[config.mk]
export PLATFORM = sky130hd
export DESIGN_NAME = capture_readout
export DESIGN_NICKNAME = d
export VERILOG_FILES = /design/src/rtl/capture_readout.sv
export SDC_FILE = /design/constraint.sdc
export NUM_CORES = 1
export LEC_CHECK = 0
export CORE_UTILIZATION = 45
export CTS_CLUSTER_SIZE = 24
export DETAILED_ROUTE_END_ITERATION = 10
export PLACE_DENSITY = 0.74
export SLEW_MARGIN = 0
export SYNTH_ARGS = -nofsm -noshare
export SYNTH_HDL_FRONTEND = slang
export SYNTH_SLANG_ARGS = --single-unit
[constraint.sdc]
create_clock -name CLK -period 3.35 [get_ports CLK]
set_input_delay 0.67 -clock CLK [delete_from_list [all_inputs] [get_ports CLK]]
set_output_delay 0.67 -clock CLK [all_outputs]
set_load 0.02 [all_outputs]
[src/rtl/capture_readout.sv]
// capture_readout: streams a window of the 8K x 8 capture BRAM to the host TX
// stream. It issues BRAM reads, absorbs the one-cycle read latency, and buffers
// bytes in a 2-entry FIFO that presents them on a valid/ready stream.
// Optional feature macro: READOUT_HEADER_EN. When it is defined, a 3-byte
// header (0xA5, LENGTH[13:8], LENGTH[7:0]) is sent before the data.
module capture_readout #(
  parameter int ADDR_W = 13,
  parameter int DATA_W = 8,
  parameter int LEN_W  = 14
) (
  input  logic              CLK,
  input  logic              RSTN,
  input  logic              START,
  input  logic [ADDR_W-1:0] START_ADDR,
  input  logic [LEN_W-1:0]  LENGTH,
  input  logic              ABORT,
  output logic              BUSY,
  output logic              DONE,
  output logic              RAM_EN,
  output logic [ADDR_W-1:0] RAM_ADDR,
  input  logic [DATA_W-1:0] RAM_DOUT,
  output logic [DATA_W-1:0] TX_DATA,
  output logic              TX_VALID,
  input  logic              TX_READY
);

  typedef enum logic [1:0] {S_IDLE, S_HDR, S_STREAM, S_DRAIN} state_t;

  state_t            state_q, state_d;
  logic [ADDR_W-1:0] addr_q, addr_d;
  logic [LEN_W-1:0]  remaining_q, remaining_d;
  logic              in_flight_q, in_flight_d;
  logic [1:0]        count_q, count_d;
  logic              abort_done_q, abort_done_d;
  logic [DATA_W-1:0] fifo_q [2];
  logic [DATA_W-1:0] fifo_d [2];
`ifdef READOUT_HEADER_EN
  logic [1:0]        hdr_idx_q, hdr_idx_d;
`endif

  logic              busy;
  logic              fifo_valid;
  logic              fifo_pop;
  logic              push;
  logic              rd;
  logic              abort_now;
  logic              drain_done;
  logic              tx_valid;
  logic [DATA_W-1:0] tx_byte;
  logic [1:0]        occ;
  logic [1:0]        wr_slot;

`ifdef READOUT_HEADER_EN
  // Header byte selected by the sequencer index; length comes from the latched count.
  function automatic logic [DATA_W-1:0] hdr_byte(input logic [1:0] idx,
                                                 input logic [LEN_W-1:0] len);
    logic [DATA_W-1:0] b;
    case (idx)
      2'd0:    b = DATA_W'(8'hA5);
      2'd1:    b = DATA_W'(len >> 8);
      default: b = DATA_W'(len);
    endcase
    return b;
  endfunction
`endif

  // Next-state, read issue, FIFO bookkeeping and stream outputs.
  always_comb begin
    state_d      = state_q;
    addr_d       = addr_q;
    remaining_d  = remaining_q;
    count_d      = count_q;
    abort_done_d = 1'b0;
    fifo_d       = fifo_q;
`ifdef READOUT_HEADER_EN
    hdr_idx_d    = hdr_idx_q;
`endif

    busy       = (state_q != S_IDLE);
    fifo_valid = (count_q != 2'd0);
    tx_valid   = fifo_valid;
    tx_byte    = fifo_q[0];
`ifdef READOUT_HEADER_EN
    if (state_q == S_HDR) begin
      tx_valid = 1'b1;
      tx_byte  = hdr_byte(hdr_idx_q, remaining_q);
    end
`endif
    fifo_pop  = fifo_valid && TX_READY;
    push      = in_flight_q;
    abort_now = ABORT && busy;

    // A byte leaving this cycle frees its slot, which keeps 1 byte/cycle flow.
    occ = count_q + {1'b0, in_flight_q};
    rd  = (state_q == S_STREAM) && (remaining_q != '0) && !abort_now &&
          ((occ < 2'd2) || fifo_pop);

    drain_done = (state_q == S_DRAIN) && !fifo_valid && !in_flight_q;

    if (rd) begin
      addr_d      = addr_q + 1'b1;
      remaining_d = remaining_q - 1'b1;
    end
    in_flight_d = rd;

    // Shift on pop, then land the returning byte in the first free slot.
    wr_slot = count_q - {1'b0, fifo_pop};
    if (fifo_pop) fifo_d[0] = fifo_q[1];
    if (push) begin
      if (wr_slot == 2'd0) fifo_d[0] = RAM_DOUT;
      else                 fifo_d[1] = RAM_DOUT;
    end
    count_d = count_q + {1'b0, push} - {1'b0, fifo_pop};

    case (state_q)
      S_IDLE: begin
        if (START) begin
          addr_d      = START_ADDR;
          remaining_d = LENGTH;
`ifdef READOUT_HEADER_EN
          hdr_idx_d   = 2'd0;
          state_d     = S_HDR;
`else
          state_d     = S_STREAM;
`endif
        end
      end
`ifdef READOUT_HEADER_EN
      S_HDR: begin
        if (TX_READY) begin
          if (hdr_idx_q == 2'd2) state_d = S_STREAM;
          hdr_idx_d = hdr_idx_q + 2'd1;
        end
      end
`endif
      S_STREAM: begin
        if (remaining_d == '0) state_d = S_DRAIN;
      end
      S_DRAIN: begin
        if (drain_done) state_d = S_IDLE;
      end
      default: state_d = S_IDLE;
    endcase

    // Abort wins over everything: flush, forget the in-flight read, report once.
    if (abort_now) begin
      state_d      = S_IDLE;
      count_d      = 2'd0;
      in_flight_d  = 1'b0;
      abort_done_d = !drain_done;
    end
  end

  // Control state with synchronous active-low reset.
  always_ff @(posedge CLK) begin
    if (!RSTN) begin
      state_q      <= S_IDLE;
      addr_q       <= '0;
      remaining_q  <= '0;
      in_flight_q  <= 1'b0;
      count_q      <= 2'd0;
      abort_done_q <= 1'b0;
`ifdef READOUT_HEADER_EN
      hdr_idx_q    <= 2'd0;
`endif
    end else begin
      state_q      <= state_d;
      addr_q       <= addr_d;
      remaining_q  <= remaining_d;
      in_flight_q  <= in_flight_d;
      count_q      <= count_d;
      abort_done_q <= abort_done_d;
`ifdef READOUT_HEADER_EN
      hdr_idx_q    <= hdr_idx_d;
`endif
    end
  end

  // FIFO storage; contents are qualified by count_q so no reset is needed.
  always_ff @(posedge CLK) begin
    fifo_q <= fifo_d;
  end

  assign BUSY     = busy;
  assign DONE     = drain_done || abort_done_q;
  assign RAM_EN   = rd;
  assign RAM_ADDR = addr_q;
  assign TX_VALID = tx_valid;
  assign TX_DATA  = tx_valid ? tx_byte : '0;

endmodule

# Word-level counts from Yosys, hierarchy flattened
# Cells that the tools add are included.
# word_totals
reg_bits	49
# classes
n_addsub	5
magnitude_cmp	1
n_eq_ne	5
mux	15
n_bitwise	2
reduce_logical	23
# ops
operator	n
2-to-1 mux 14 bit	3
2-to-1 mux 13 bit	3
2-to-1 mux 8 bit	4
2-to-1 mux 16 bit	1
zero test 14 bit	1
nonzero test 14 bit	1
subtractor 14 x 1 -> 14 bit (second input constant)	1
adder 13 x 1 -> 13 bit (second input constant)	1
logical AND 1 bit	7
2-to-1 mux 2 bit	3
one-hot mux 2 bit (3 select lines)	1
== test 2 bit (second input constant)	2
zero test 1 bit	4
zero test 2 bit	2
!= test 2 bit (second input constant)	2
AND reduction 2 bit	2
nonzero test 2 bit	2
subtractor 2 x 1 -> 2 bit	2
AND reduction 3 bit	1
adder 2 x 1 -> 2 bit	1
logical OR 1 bit	2
< comparator 2 bit (second input constant)	1
!= test 2 x 1 -> 1 bit (second input constant)	1
NOT 1 bit	2
OR reduction 2 bit	1

# Depth between registers and ports, before layout
# Gate-level depths: netlist of run 1.
# logic_depth
depth_word	9
depth_mapped	9
ltp_nobuf	9

# Least setup slack after synthesis of run 1
# No wires, ideal clock.
# synth_path
path_type	input-to-reg
start	in ABORT
end	reg addr_q[12] (netlist: RAM_ADDR[12])
setup_ps	91
t_arrival_ps	2562
t_required_ps	3259
slack_ps	698
path_stages	5
n_path_buf	0
cell_sequence	or3b_1 a311o_2 or4_4 or3_1 a311oi_1
# synth_between
elab_chain_cells	7
# synth_lines
element	line	source
from (decl)	16	input logic ABORT,
logical AND 1 bit (*)	91	abort_now = ABORT && busy;
zero test 1 bit (*)	95	rd = (state_q == S_STREAM) && (remaining_q != '0) && !abort_now &&
logical AND 1 bit (*) (2 in a row)	95	
2-to-1 mux 13 bit (*)	100	if (rd) begin
2-to-1 mux 13 bit	117	if (START) begin
2-to-1 mux 13 bit (*)	115	case (state_q)
to (signal assigned)	168	addr_q <= addr_d;
to (decl)	30	logic [ADDR_W-1:0] addr_q, addr_d;
# Every way passes the cells marked *; elsewhere a longest branch is shown, timed or not.
# A chain may end at the register's enable or synchronous reset.

# Worst setup path in the final report of run 1
# layout_path
start	in ABORT
end	reg state_q[0]
# layout_between
elab_chain_cells	8
word_cells_on_any_way	9
cone_classes	1 x eq/ne; 1 x mux; 7 x reduce/logical
# layout_lines
element	line	source
logical AND 1 bit (*)	91	
zero test 1 bit	95	
logical AND 1 bit (2 in a row)	95	
2-to-1 mux 14 bit	100	
zero test 14 bit	137	if (remaining_d == '0) state_d = S_DRAIN;
!= test 2 x 1 -> 1 bit (no source line)	--	
AND reduction 3 bit (no source line)	--	
to (signal assigned)	167	state_q <= state_d;
to (decl)	29	state_t state_q, state_d;
# Marks and branches as above.

==> results of run 1 <==
## stage by stage
stage | area [um^2] | instances | worst slack, ns | util (%)
after floorplan | 2530 | 292 | 0.698 | -
after global placement | 3270 | 420 | 0.0259 | 62.1
after detailed placement | 3270 | 420 | 0.0369 | 62.1
after CTS | 3380 | 428 | 0.0108 | 64.1
after global routing | 3390 | 428 | 0.286 | 64.3
final | 3390 | 428 | 0.365 | 64.3
## routing by layer
metal	share of wire, %	track usage (%)
met5	0	0
met4	0.86	4.91
met3	4.7	3.81
met2	48	36.3
met1	47	27.3
## sequential cells by signal (all words and copies together) (netlist names)
signal and count:
abort_done_q 1, in_flight_q 1, count_q 2, tx_byte 8, state_q 2, RAM_ADDR 13, fifo_q 8, remaining_q 14
## path summary, 6_finish.rpt
check | end | slack (ns) | cells past startpoint
setup / recovery | state_q[0]$_SDFFE_PP0P_ | 0.36 | 7
hold / removal | remaining_q[12]$_SDFF_PN0_ | 0.52 | 2
setup reg to reg | state_q[0]$_SDFFE_PP0P_ | 0.74 | 6
hold reg to reg | remaining_q[12]$_SDFF_PN0_ | 0.52 | 2
## layout make-up
cell class,instances,area [um^2],area share (%)
Multi-Input combinational cell,217,1380,40.6
Sequential cell,49,1060,31.3
Timing Repair Buffer,70,701,20.7
Tap cell,70,87.6,2.58
Clock buffer,5,68.8,2.03
Inverter,14,52.6,1.55
Clock inverter,3,41.3,1.22
## power breakdown
part           internal [mW]  switching [mW]  leakage (nW)
clock                  0.220           0.195        0.0518
sequential             0.686          0.0678         0.412
combinational          0.232           0.232         0.806
total                   1.14           0.495          1.27
## synth_stat cells (all sizes together), types with 2 or more instances
cell type,count
a211oi,20
a21oi,8
a311oi,4
and2,9
and3,3
clkbuf,11
dfxtp,41
edfxtp,8
ha,4
inv,14
mux2i,8
nand2,27
nand3,4
nand4,4
nand4b,2
nor2,38
nor3,11
nor4,6
o21ai,14
o31ai,2
or2,5
or3,4
or4,4
xnor2,18
xor2,6
## cell families (layout without fill, tap and decap cells)
family	after synthesis	after routing	synth area share, %
AOI/OAI and AO/OA	55	55	14.7
xor gates and xnor gates	24	24	8.30
adders and majority gates	4	4	1.98
buffers and inverters	26	92	3.90
DFF	49	49	41.9
muxes	9	9	3.61
and+or+nand+nor	125	125	25.6
## critical path: stages
cell and delay (ns):
clkdlybuf4s50_1 0.41, or3b_1 0.40, a311o_2 0.46, or4_2 0.67
xor2_1 0.22, o2111ai_1 0.14, o31ai_1 0.21
==> run_results.csv, run 1 <==
group,metric,value,unit
run_status,status,"completed",
timing,rsz0062_at_grt,"no",
yosys,yosysUniqueCellTypes,47,
critical_path,cp.arrival,3.20,ns
timing,fin_crit_sh,89.1,%
clock_network,cts_resized,0,
timing,whs,0.515,ns
route,drt-total-wl,5.91,mm
hold_path,hold_start,"remaining_q[12]$_SDFF_PN0_",
clock_network,h-tree-depth,2,
yosys,synth_edf_count,8,
timing,period_needed,2.99,ns
clock_network,cts_tree,"done",
timing,finalSetupTns,0,ns
cells_and_area,area_growth,33.9,%
route,vias,2296,
timing,fmax,335,MHz
die,die-area,0.00593,mm^2
power_and_ir_drop,ir_worst_vdd,0.241,mV
critical_path,critPathMaxFanout,9,
yosys,synth-seq-cells,49,
critical_path,r2r-start,"state_q[1]$_SDFFE_PP0P_",
power_and_ir_drop,power,1.63,mW
clock_network,cts_buffer_depth,2,
place,gp_congestion,0.857,
route,drc,0,
route,first_pass_iters,4,
yosys,synthesis.nets,336,
cells_and_area,final_cell_mix,"clkdlybuf4s50_1 (63), dfxtp_1 (41), nor2_1 (38)",
yosys,yosysTopAreaCellShare,32.4,%
timing,drv_slew,0,
clock_network,cts.sinks,49,
clock_network,cts_hold_buf,0,
timing,hold_viol_final,0,
critical_path,critPathLaunch,"ABORT",
power_and_ir_drop,p_leak,1.27,nW
critical_path,start_kind,"primary input",
global_routing,antenna_found_initial,0,
hold_path,min-delay-path-class,"flip-flop to flip-flop",
critical_path,critical_path_class,"primary input to flip-flop",
die,start_util,48.0,%
clock_network,root_buffer,"clkbuf_8",
power_and_ir_drop,power_density,482,mW/mm^2
global_routing,grt_overflow,0,
yosys,syn_inst,292,
die,die_w,77,um
die,coreArea,0.00527,mm^2
clock_network,cts_made_buffers,5,
yosys,ys_seq_area_share,41.9,%
cells_and_area,antennaDiodeCount,0,
yosys,synth_top_area_cell,"dfxtp_1",
clock_network,clk_latency,0.30,ns
die,die_h,77,um
global_routing,grt_pass1_vias,2191,
yosys,ys.flop_type,"dfxtp_1",
cells_and_area,layout-drive-gt1-share,7.82,%
cells_and_area,final_common_cell,"clkdlybuf4s50_1",
die,io_pins,65,
yosys,syn_area,0.00253,mm^2
timing,fin_worst_skew,0.0109,ns
place,place_hpwl,4.29,mm
clock_network,cts_setup_buffers,0,
cells_and_area,num-nets-final,401,
route,routed_via_density,5.36,
global_routing,grt_usage,21.1,%
clock_network,clkTransAtPathRegs,0.09,ns
die,num_rows,26,
cells_and_area,fill_cells,477,
critical_path,crit_required,3.56,ns
yosys,synth.avg_cell_area,8.67,um^2
place,portBuffers,64,
timing,maxSlewHeadroom,42.6,%
timing,setup_viol,0,
yosys,ys_warn_count,0,
route,dr.first_iter.drc_count,142,
global_routing,grt_pass1_wl,10.1,mm
route,final_antenna_net_count,0,
yosys,synthTopCellsByArea,"dfxtp_1 (32%), edfxtp_1 (9.5%), xnor2_1 (6.2%)",
yosys,async_reset_ff_share,0,%
global_routing,grt_max_degree,27,
route,routedWlPerCell,13.8,um
run,maxCapViolations,0,
timing,worstMarginPinSlew,0.859,ns
critical_path,crit_path_end_kind,"flip-flop",
(Power assumes the default switching activity.)
==> inputs of run 2 (changes only) <==
--- a/config.mk
+++ b/config.mk
@@ -5,6 +5,7 @@
 export SDC_FILE = /design/constraint.sdc
 export NUM_CORES = 1
 export LEC_CHECK = 0
+export CORE_ASPECT_RATIO = 0.7
 export CORE_UTILIZATION = 45
 export CTS_CLUSTER_SIZE = 24
 export DETAILED_ROUTE_END_ITERATION = 10
==> run_results.csv, run 2 (synthesized netlist as in run 1, its figures left out) <==
group,metric,value,unit
cells_and_area,largest_reg_flops,14,
global_routing,antenna_found_initial,0,
critical_path,crit_path_end_kind,"output port",
clock_network,h-tree-depth,2,
power_and_ir_drop,power,1.56,mW
global_routing,grt_pass1_wl,10.1,mm
cells_and_area,final_core_util,62.5,%
critical_path,ff2ff_setup_slack,0.63,ns
cells_and_area,layout-drive-gt1-share,7.00,%
run,maxCapViolations,0,
timing,worstMarginPinSlew,0.812,ns
route,final_antenna_net_count,0,
die,io_pins,65,
timing,hold_viol_final,0,
power_and_ir_drop,p_seq_share,48.3,%
hold_path,min-delay-path-class,"flip-flop to flip-flop",
global_routing,top_usage_layer,"met1",
global_routing,grt_use_met2,31.8,%
clock_network,root_buffer,"clkbuf_8",
global_routing,gr-usage-met1,33.0,%
power_and_ir_drop,switchingPower,0.500,mW
timing,maxSlewHeadroom,45.8,%
run_status,status,"completed",
cells_and_area,num-nets-final,400,
critical_path,cp_cell_sequence,"clkdlybuf4s50_1 > or3b_1 > a311oi_1 > buf_4 > nand2b_1 > inv_2 > dlymetal6s2s_1",
critical_path,worstSetupEndpoint,"RAM_EN",
power_and_ir_drop,swShare,32.0,%
route,routed_via_density,5.38,
critical_path,r2r-start,"remaining_q[0]$_SDFF_PN0_",
power_and_ir_drop,p_leak,1.24,nW
die,die_w,91.6,um
global_routing,grt_max_degree,54,
route,drt-total-wl,6.06,mm
power_and_ir_drop,pwr-share-clk,22.2,%
critical_path,critical_path_class,"primary input to output port",
cells_and_area,final_common_cell,"clkdlybuf4s50_1",
timing,fin_crit_sh,89.0,%
cells_and_area,antennaDiodeCount,0,
power_and_ir_drop,power_frac_comb,29.5,%
critical_path,timing.rr.end,"state_q[0]$_SDFFE_PP0P_",
timing,setup_slack,0.370,ns
critical_path,cpPeakStageDelay,0.43,ns
timing,period_needed,2.98,ns
global_routing,grt_pass1_vias,2101,
place,place_hpwl,4.38,mm
cells_and_area,multi_input_area,0.00137,mm^2
route,drc,0,
critical_path,crit_slowest_cell,"clkdlybuf4s50_1",
place,gp_congestion,0.892,
timing,drv_slew,0,
route,dr.first_iter.drc_count,113,
clock_network,cts.sinks,49,
die,die_h,64.8,um
route,first_pass_iters,4,
cells_and_area,area_growth,31.9,%
clock_network,clkTransAtPathRegs,0.09,ns
cells_and_area,fill_cells,469,
power_and_ir_drop,power_density,468,mW/mm^2
global_routing,grt_usage,21.6,%
cells_and_area,instances_no_fill,429,
global_routing,use_met3,4.11,%
cells_and_area,register_area,0.00106,mm^2
die,start_util,47.4,%
place,dp_cells,421,
clock_network,cts_made_buffers,5,
die,coreArea,0.00534,mm^2
critical_path,crit_required,2.68,ns
place,portBuffers,64,
die,num_rows,22,
critical_path,critPathMaxFanout,4,
cells_and_area,final_cell_mix,"clkdlybuf4s50_1 (63), dfxtp_1 (41), nor2_1 (38)",
clock_network,cts_buffer_depth,2,
timing,setup_viol,0,
power_and_ir_drop,p_int,1.06,mW
critical_path,critPathLaunch,"ABORT",
cells_and_area,top_register,"remaining_q",
timing,fmax,336,MHz
clock_network,cts_setup_buffers,0,
timing,rsz0062_at_grt,"no",
timing,fin_worst_skew,0.00813,ns
critical_path,r2r_cells,8,
die,die-area,0.00593,mm^2
critical_path,cp.arrival,2.31,ns
route,vias,2306,
clock_network,clk_latency,0.30,ns
power_and_ir_drop,ir_worst_vdd,0.193,mV
clock_network,cts_tree,"done",
route,routedWlPerCell,14.1,um
place,pre_cts_ws,0.0288,ns
clock_network,cts_hold_buf,0,
timing,finalSetupTns,0,ns
global_routing,grt_overflow,0,
critical_path,start_kind,"primary input",
run 2: cell count changes in the layout (fill, tap and decap cells not counted), sizes merged:
cell	before	now
clkinv	1	0
buf	6	5
clkbuf	5	7
bufinv	1	0
run 2: area by class of cell:
cell class / count / area share (%)
clock buffers: 7 / 2.29
clock inverters: 1 / 0.225
well taps: 72 / 2.70
inverters: 14 / 1.57
multi-input cells: 217 / 41.1
flip-flops and latches: 49 / 31.8
repair buffers: 69 / 20.4
run 2: worst min path at each step:
stage                          startpoint                    endpoint  slack (ns)  depth (start not counted)
2_1_floorplan  remaining_q[12]$_SDFF_PN0_  remaining_q[12]$_SDFF_PN0_        0.47                          2
4_1_cts           RAM_ADDR[12]$_SDFF_PN0_     RAM_ADDR[12]$_SDFF_PN0_        0.52                          2
6_report          RAM_ADDR[12]$_SDFF_PN0_     RAM_ADDR[12]$_SDFF_PN0_        0.52                          2
3_5_place_dp      RAM_ADDR[12]$_SDFF_PN0_     RAM_ADDR[12]$_SDFF_PN0_        0.51                          2
3_3_place_gp          fifo_q[2]$_DFFE_PP_          tx_byte[2]$_DFF_P_        0.50                          2
5_1_grt         remaining_q[8]$_SDFF_PN0_   remaining_q[8]$_SDFF_PN0_        0.55                          2
run 2: power by group through the flow:
stage	combinational [mW]	sequential [mW]	clock [mW]
2_1_floorplan	0.273	0.768	0
3_3_place_gp	0.449	0.764	0
3_5_place_dp	0.458	0.768	0
4_1_cts	0.462	0.755	0.351
5_1_grt	0.506	0.769	0.385
6_report	0.461	0.754	0.347
run 2: per-layer routing:
layer  routed length (um)  part of all wire (%)
met5                    0                     0
met2                 2550                    42
met3                  319                   5.3
met4                    0                     0
met1                 3180                    53
run 2: timing repair:
action                                  4_1_cts  5_1_grt
resized for setup                             0        1
hold endpoints to repair                      0        0
endpoints found under the setup margin        0        1
run 2: through the flow:
| step | instance area [um^2] | hold WS, ns |
|---|---|---|
| 2_1_floorplan | 2530 | 0.474 |
| 4_1_cts | 3340 | 0.522 |
| 3_3_place_gp | 3250 | 0.498 |
| 3_5_place_dp | 3250 | 0.509 |
| 6_report | 3340 | 0.521 |
| 5_1_grt | 3340 | 0.550 |
run 2: worst max-delay path, delay by kind of cell:
family	cells	cell delay [ns]
buf+inv	4	0.90
simple gates	2	0.47
compound gates	1	0.27
